**src/rtl/cnn_window_feeder.sv**
```systemverilog
// cnn_window_feeder
//   Streams one raster-order frame in, keeps WIN_H-1 lines in line buffers and
//   presents every stride-aligned WIN_H x WIN_W x IN_CH window as one flat bus.
//
// Ports
//   clk, reset_n           clock, asynchronous active-low reset
//   start                  begins a frame (only honoured in IDLE)
//   pix_valid/pix_ready    input pixel handshake
//   pix_data               pixel, channel ch at [ch*FEAT_W +: FEAT_W]
//   win_valid/win_ready    output window handshake
//   win_data               element (r,c,ch) at [((r*WIN_W+c)*IN_CH+ch)*FEAT_W +: FEAT_W]
//   busy                   frame in progress (STREAM or DRAIN)
//   frame_done             one-cycle pulse after the final window is taken
module cnn_window_feeder #(
  parameter int FEAT_W  = 8,
  parameter int IN_CH   = 1,
  parameter int WIN_W   = 5,
  parameter int WIN_H   = 5,
  parameter int FRAME_W = 28,
  parameter int FRAME_H = 28,
  parameter int STRIDE  = 1
) (
  input  logic                                   clk,
  input  logic                                   reset_n,
  input  logic                                   start,
  input  logic                                   pix_valid,
  output logic                                   pix_ready,
  input  logic [FEAT_W*IN_CH-1:0]                pix_data,
  output logic                                   win_valid,
  input  logic                                   win_ready,
  output logic [FEAT_W*IN_CH*WIN_W*WIN_H-1:0]    win_data,
  output logic                                   busy,
  output logic                                   frame_done
);

  localparam int PIX_W = FEAT_W * IN_CH;
  localparam int COL_W = (FRAME_W > 1) ? $clog2(FRAME_W) : 1;
  localparam int ROW_W = (FRAME_H > 1) ? $clog2(FRAME_H) : 1;
  localparam int PH_W  = (STRIDE > 1) ? $clog2(STRIDE) : 1;

  localparam logic [COL_W-1:0] COL_LAST = COL_W'(FRAME_W - 1);
  localparam logic [ROW_W-1:0] ROW_LAST = ROW_W'(FRAME_H - 1);
  localparam logic [COL_W-1:0] COL_WIN  = COL_W'(WIN_W - 1);
  localparam logic [ROW_W-1:0] ROW_WIN  = ROW_W'(WIN_H - 1);
  localparam logic [PH_W-1:0]  PH_LAST  = PH_W'(STRIDE - 1);

  typedef enum logic [1:0] {IDLE, STREAM, DRAIN} state_t;

  state_t            state_q, state_d;
  logic              start_frame;
  logic              frame_done_d, frame_done_q;
  logic              win_valid_q;
  logic              pix_acc;
  logic              last_pix;
  logic              emit;
  logic              wrap;

  logic [COL_W-1:0]  col_q, col_nx;
  logic [ROW_W-1:0]  row_q, row_nx;
  // Stride phase of the current column/row relative to the first window
  // position; zero means the position is stride-aligned.
  logic [PH_W-1:0]   cph_q, rph_q;

  // Line 0 is the oldest buffered line, line WIN_H-2 the most recent.
  logic [PIX_W-1:0]  lb [WIN_H-1][FRAME_W];

  logic [WIN_H-1:0][WIN_W-1:0][PIX_W-1:0] win;
  logic [WIN_H-1:0][PIX_W-1:0]            new_col;

  function automatic logic [PH_W-1:0] ph_inc(input logic [PH_W-1:0] p);
    return (p == PH_LAST) ? '0 : p + 1'b1;
  endfunction

  assign pix_ready  = (state_q == STREAM) & (~win_valid_q | win_ready);
  assign pix_acc    = pix_valid & pix_ready;
  assign last_pix   = (row_q == ROW_LAST) & (col_q == COL_LAST);
  assign emit       = (row_q >= ROW_WIN) & (col_q >= COL_WIN) &
                      (rph_q == '0) & (cph_q == '0);
  assign busy       = (state_q != IDLE);
  assign win_valid  = win_valid_q;
  assign win_data   = win;
  assign frame_done = frame_done_q;

  // ---------------- FSM ----------------
  always_ff @(posedge clk or negedge reset_n) begin
    if (!reset_n) begin
      state_q      <= IDLE;
      frame_done_q <= 1'b0;
    end else begin
      state_q      <= state_d;
      frame_done_q <= frame_done_d;
    end
  end

  always_comb begin
    state_d      = state_q;
    start_frame  = 1'b0;
    frame_done_d = 1'b0;
    case (state_q)
      IDLE:   if (start) begin
                state_d     = STREAM;
                start_frame = 1'b1;
              end
      STREAM: if (pix_acc && last_pix) state_d = DRAIN;
      DRAIN:  if (!win_valid_q || win_ready) begin
                state_d      = IDLE;
                frame_done_d = 1'b1;
              end
      default: state_d = IDLE;
    endcase
  end

  // ---------------- position counters ----------------
  always_comb begin
    wrap   = (col_q == COL_LAST);
    col_nx = col_q + 1'b1;
    row_nx = row_q;
    if (wrap) begin
      col_nx = '0;
      row_nx = row_q + 1'b1;
    end
  end

  // The last pixel leaves the counters parked; the next start clears them.
  always_ff @(posedge clk or negedge reset_n) begin
    if (!reset_n) begin
      col_q <= '0;
      row_q <= '0;
      cph_q <= '0;
      rph_q <= '0;
    end else if (start_frame) begin
      col_q <= '0;
      row_q <= '0;
      cph_q <= '0;
      rph_q <= '0;
    end else if (pix_acc && !last_pix) begin
      col_q <= col_nx;
      row_q <= row_nx;
      cph_q <= (col_nx == COL_WIN) ? '0 : ph_inc(cph_q);
      if (wrap) rph_q <= (row_nx == ROW_WIN) ? '0 : ph_inc(rph_q);
    end
  end

  // ---------------- window valid ----------------
  // A new window wins over a completing handshake so back-to-back windows
  // keep valid high without a gap.
  always_ff @(posedge clk or negedge reset_n) begin
    if (!reset_n)              win_valid_q <= 1'b0;
    else if (pix_acc && emit)  win_valid_q <= 1'b1;
    else if (win_ready)        win_valid_q <= 1'b0;
  end

  // ---------------- line buffers ----------------
  // Reads (new_col) see the pre-write contents; the write shifts each line
  // up by one at the current column.
  always_ff @(posedge clk) begin
    if (pix_acc) begin
      for (int k = 0; k < WIN_H-2; k++) lb[k][col_q] <= lb[k+1][col_q];
      lb[WIN_H-2][col_q] <= pix_data;
    end
  end

  for (genvar r = 0; r < WIN_H-1; r++) begin : g_rd
    assign new_col[r] = lb[r][col_q];
  end
  assign new_col[WIN_H-1] = pix_data;

  // ---------------- window shift register ----------------
  // Each row shifts toward c=0; the new column enters at c=WIN_W-1.
  for (genvar r = 0; r < WIN_H; r++) begin : g_row
    if (WIN_W > 1) begin : g_shift
      always_ff @(posedge clk or negedge reset_n) begin
        if (!reset_n)     win[r] <= '0;
        else if (pix_acc) win[r] <= {new_col[r], win[r][WIN_W-1:1]};
      end
    end else begin : g_single
      always_ff @(posedge clk or negedge reset_n) begin
        if (!reset_n)     win[r] <= '0;
        else if (pix_acc) win[r] <= new_col[r];
      end
    end
  end

endmodule

```
**config.mk**
```make
export PLATFORM = sky130hd
export DESIGN_NAME = cnn_window_feeder
export DESIGN_NICKNAME = d
export VERILOG_FILES = /design/src/rtl/cnn_window_feeder.sv
export SDC_FILE = /design/constraint.sdc
export NUM_CORES = 1
export LEC_CHECK = 0
export CORE_MARGIN = 4
export CORE_UTILIZATION = 60
export DETAILED_ROUTE_END_ITERATION = 6
export PLACE_DENSITY = 0.81
export SYNTH_ARGS = -nofsm -noshare
export SYNTH_HDL_FRONTEND = slang
export SYNTH_SLANG_ARGS = --single-unit
```
**constraint.sdc**
```tcl
create_clock -name clk -period 7.15 [get_ports clk]
set_clock_uncertainty 0.2 [all_clocks]
set_input_delay 0.715 -clock clk [delete_from_list [all_inputs] [get_ports clk]]
set_output_delay 0.715 -clock clk [all_outputs]
set_load 0.01 [all_outputs]
```
# After elaboration in Yosys (flattened, before gate mapping)
# Memory sizes are Yosys's and may differ from the RTL's.
# Index checks and enable logic that the tools add are counted.
# word_totals
ff_bits	216
ramBits	896
input_bits	13
out_inout_bits	204
wordCells	116
n_memories	1
# op_classes
add_sub_neg	4
magnitude_cmp	4
eq_ne	9
muxes	41
n_bitwise	11
reduce_logical	14
# mem_list
name	words	width	read_ports	rd_ports_with_merged_regs	write_ports	line_no	source
lb	4	224	4	0	4	65	logic [PIX_W-1:0] lb [WIN_H-1][FRAME_W];
# op_table
op	count
$mux W224	1
$bmux W8 S5	4
$mux W8	9
$demux W8 S5	1
$mux W5	6
$mux W1	16
$add A5 B1 Y5 const B	2
$eq A5 B3 Y1 const B	2
$eq A5 B5 Y1 const B	2
$ge A5 B3 Y1 const B	2
$reduce_bool A2 Y1	4
$and A1 B1 Y1	6
$ge A6 B6 Y1 const B	1
$lt A6 B1 Y1 const B	1
$mux W2	3
$not A5 Y6	1
$pmux W2 S3	1
$logic_and A1 B1 Y1	4
$ne A2 B2 Y1 const B	2
$not A1 Y1	3
$reduce_and A3 Y1	1
$add A1 B1 Y1 const B	2
$eq A2 B1 Y1 const B	1
$eq A2 B2 Y1 const B	1
other kinds (6)	7

# Logic depth before layout (Yosys ltp)
# logic_depth
word_depth	7
mapped_depth	10

# Worst setup path before layout
# OpenSTA, ideal clock, no wires.
# synth_timing
path_kind	register -> register
from	reg col_q[2]
to	reg row_q[3]
setup_time_ps	128
t_arrival_ps	3423
required_ps	6822
path_slack_ps	3399
path_stages_with_launch	7
path_buffers	1
cell_sequence	dfrtp_1 > buf_2 > nand4b_1 > nor4b_2 > nand4_1 > xor2_1 > nor2_1
# synth_between
elab_chain_cells	5
# synth_rtl
element	line_no	source
from (decl)	58	logic [COL_W-1:0] col_q, col_nx;
from (signal assigned)	137	col_q <= col_nx;
$eq A5 B5 Y1 *	76, 115	
$and A1 B1 Y1	76	assign last_pix = (row_q == ROW_LAST) & (col_q == COL_LAST);
$logic_not A1 Y1	136	end else if (pix_acc && !last_pix) begin
$logic_and A1 B1 Y1	136	
$reduce_bool A2 Y1 (no line)	-	
to (signal assigned)	138	row_q <= row_nx;
to (decl)	59	logic [ROW_W-1:0] row_q, row_nx;
# Mark *: on every way between the ends. The rest lies on a longest branch, timed or not. The select of a mux whose other input is x is not followed.
# A chain may end at the register's enable or synchronous reset.

==> metrics.txt <==
Final #Nets 2,727; pin count of the biggest net entering global routing 163; GP Congestion 0.844; RSZ-0062 raised after global routing false; Hold Crit Class reg2reg; CP max stage delay 0.89 ns; CP bufs+invs 1; CTS clock-pin slew for the worst setup and hold paths 0.06 ns; Yosys cell types 60; CP max FO 37; share of layout cells above drive strength 1 16.2%; Final Hold Fails 0; ys flop type edfxtp_1; initial antenna violation count 4; synth top area cells edfxtp_1 (63%), dfrtp_1 (13%), mux4_2 (8.2%); Post-Syn Area per Cell 17.3 sq um; total die area 0.0751 sq mm; # H-tree levels 3; Slew @ Worst Pin 1.41 ns; gate count of the mapped netlist 2,452; Util after Layout 70.5%; Setup TNS Final 0 ns; CP startpoint kind flop; Required @ worst endpoint 7.48 ns; final wirelength 107 mm; mapped cell area 0.0424 sq mm; Sw Share 31.7%; Die Ht 274 um; slew margin rel. 5.61%; Worst Setup SP col_q[0]; Synth Register Bits 1,110; initial core utilization 60.6%; TritonRoute pass-1 iters 6; Antenna Violating Nets Remaining 0; Net Switching 6570 uW; Slowest-stage cell, CP dfrtp_4; Root Buffer Master clkbuf_16; GRT Residual Overflow 0; Vias per Instance 6.45; Async SR Flop Fraction 19.3%; iteration-0 DRC count of the detailed router 3,365; Clock Sinks 1,110; Logic pwr share 27.7%; vias 24,100; Ports 217; Die W 274 um; RR Startpoint col_q[0]; Int Pwr 14,100 uW; post-synthesis sequential area ratio 76.0%; Pleak 0.0176 uW; Clk Latency, worst-skew pair 0.69 ns; min Tclk post-route 4.40 ns; Clock power frac 26.2%; Power Density 420 mW/mm^2; critical path, cell by cell buf_4 -> mux4_2 -> a211oi_1 -> nand3_1 -> mux2_2; final worst-path cycle share 61.5%; drt wl/cell 28.5 um; Max Freq 227 MHz; Clock Tree Buf Depth 3; worst-case vdd ir drop 0.269 mV; sequential share of power 46.1%; cts bufs inserted 106; area grow syn2layout 16.3%; GRT Total Usage 28.6%; Final setup viols 0; worst setup path category reg2reg; first-pass GRT wire length 158 mm; # diodes 0; Max-cap violations 0; final routed DRC violation total 0; vias in the first global route 24,300; Slew Viols, Final 0; WP data arrival 4.73 ns; crit end category flop; Synth Warn # 0; hpwl dp 61.6 mm; EDFF count, synth 896; CTS tree built; hold_sp win_data[47]; crit-path leading delay family multiplexers; Setup Fix Bufs, Post-CTS 0; cell taking the most area after synthesis edfxtp_1; fillers 4,067; Post-Syn Nets 2,471; Cell Rows 97; top cell type's share of synthesized area 63.4%; Core Area 0.0700 sq mm; number of port buffers 216; status completed
[power by group through the flow]
| stage | sequential [uW] | combinational, uW | clock (uW) |
|---|---|---|---|
| final | 9540 | 5740 | 5430 |
| after global routing | 9610 | 6030 | 5760 |
| after CTS | 9540 | 5670 | 5470 |
| after detailed placement | 9650 | 5590 | 0 |
| after global placement | 9600 | 5400 | 0 |
| after floorplan | 9610 | 2920 | 0 |
[through the flow]
stage                     cells  instance area (sq um)  hold slack, ns  setup slack, ns  total power, uW
final                      3737                  49300           0.277             2.75            20700
after global routing       3737                  49300           0.306             2.48            21400
after CTS                  3737                  49300           0.281             2.69            20700
after detailed placement   3539                  45900           0.262             2.64            15200
after global placement     3539                  45900           0.256             2.73            15000
after floorplan            2452                  42400           0.219             3.40            12500
[path summary, 6_finish.rpt]
check / slack, ns / end / depth (start not counted)
worst max-delay path: 2.75 / win_data[152] / 5
worst min-delay path: 0.28 / win_data[47] / 2
worst max register to register: 2.75 / win_data[152] / 5
worst min register to register: 0.28 / win_data[47] / 2
max in group asynchronous: 4.86 / win_data[97] / 3
min in group asynchronous: 0.49 / row_q[3] / 2
[repair_timing]
action | in CTS | in global routing
gates resized for setup | 0 | 0
hold buffers | 1 | 0
endpoints found under the hold margin | 97 | 0
[state kept, by name, indices dropped and copies added, names as in the netlist]
| register | cells |
|---|---|
| frame_done | 1 |
| win_data | 200 |
| lb | 896 |
| col_q | 5 |
| row_q | 5 |
| win_valid | 1 |
| state_q | 2 |
[Yosys cell counts (6+ instances only)]
cell / count
mux2_2: 36
a22oi_1: 17
mux2i_1: 160
inv_1: 6
o22ai_1: 56
ha_1: 6
dfrtp_1: 214
clkbuf_1: 67
nand4_1: 9
edfxtp_1: 896
buf_4: 14
mux4_2: 154
buf_2: 38
nor2b_1: 12
nand3_1: 8
a211oi_1: 22
buf_1: 10
a22o_1: 10
nand2_1: 559
a21oi_1: 6
o211ai_1: 14
nor2_1: 55
[metal layers]
metal | GRT usage [%] | vias up | part of all wire [%]
met4 | 10.1 | 6 | 3.9
met2 | 45.8 | 1692 | 48
met5 | 0 | - | 0.043
met1 | 39.4 | 12200 | 36
met3 | 6.59 | 282 | 12
li1 | - | 9863 | -
[placed cells by master (no fill, tap or decap), types with 4 or more instances in the layout]
cell and count:
nand3_1 7, mux2i_1 160, nand2b_1 4, nor2b_1 11, ha_1 6, a22o_1 10, and2_1 5, clkbuf_1 32
a211oi_1 22, nand2_1 559, a21oi_1 6, nand4_1 9, mux2_2 36, o22ai_1 56, dfrtp_1 210, nor3_1 4
o2111ai_1 5, nand4b_1 4, buf_4 62, a22oi_1 17, edfxtp_1 896, nor2_4 27, clkbuf_16 106, inv_1 6
o21ai_0 5, nor2_1 28, clkbuf_8 16, clkinv_1 11, bufinv_16 5, o211ai_1 14, clkdlybuf4s50_1 215, mux4_2 154
clkinv_2 17
[worst reg2reg max path: cells and delay by family (launching register included)]
family	cells	cell delay, ns
AOI/OAI and AO/OA	1	0.37
buffers and inverters	1	0.66
DFF	1	0.89
muxes	2	1.28
and+or+nand+nor	1	0.85
[logic make-up (layout without fill, tap and decap cells)]
group	count (synthesis)	after routing	share of synthesized area, %
DFF	1110	1110	76.0
muxes	351	351	12.9
xor gates and xnor gates	6	6	0.124
buffers and inverters	141	486	1.57
and+or+nand+nor	679	679	6.50
AOI/OAI and AO/OA	159	159	2.68
adders and majority gates	6	6	0.177
[cell type report]
class                           instances  area, sq um  share of cell area, %
Clock buffer                          155         3000                   6.08
Clock inverter                         42          382                  0.773
Inverter                                7         26.3                 0.0533
Multi-Input combinational cell       1201         9780                   19.8
Sequential cell                      1110        32300                   65.4
Tap cell                              940         1180                   2.38
Timing Repair Buffer                  282         2700                   5.48
(Power assumes the default switching activity.)
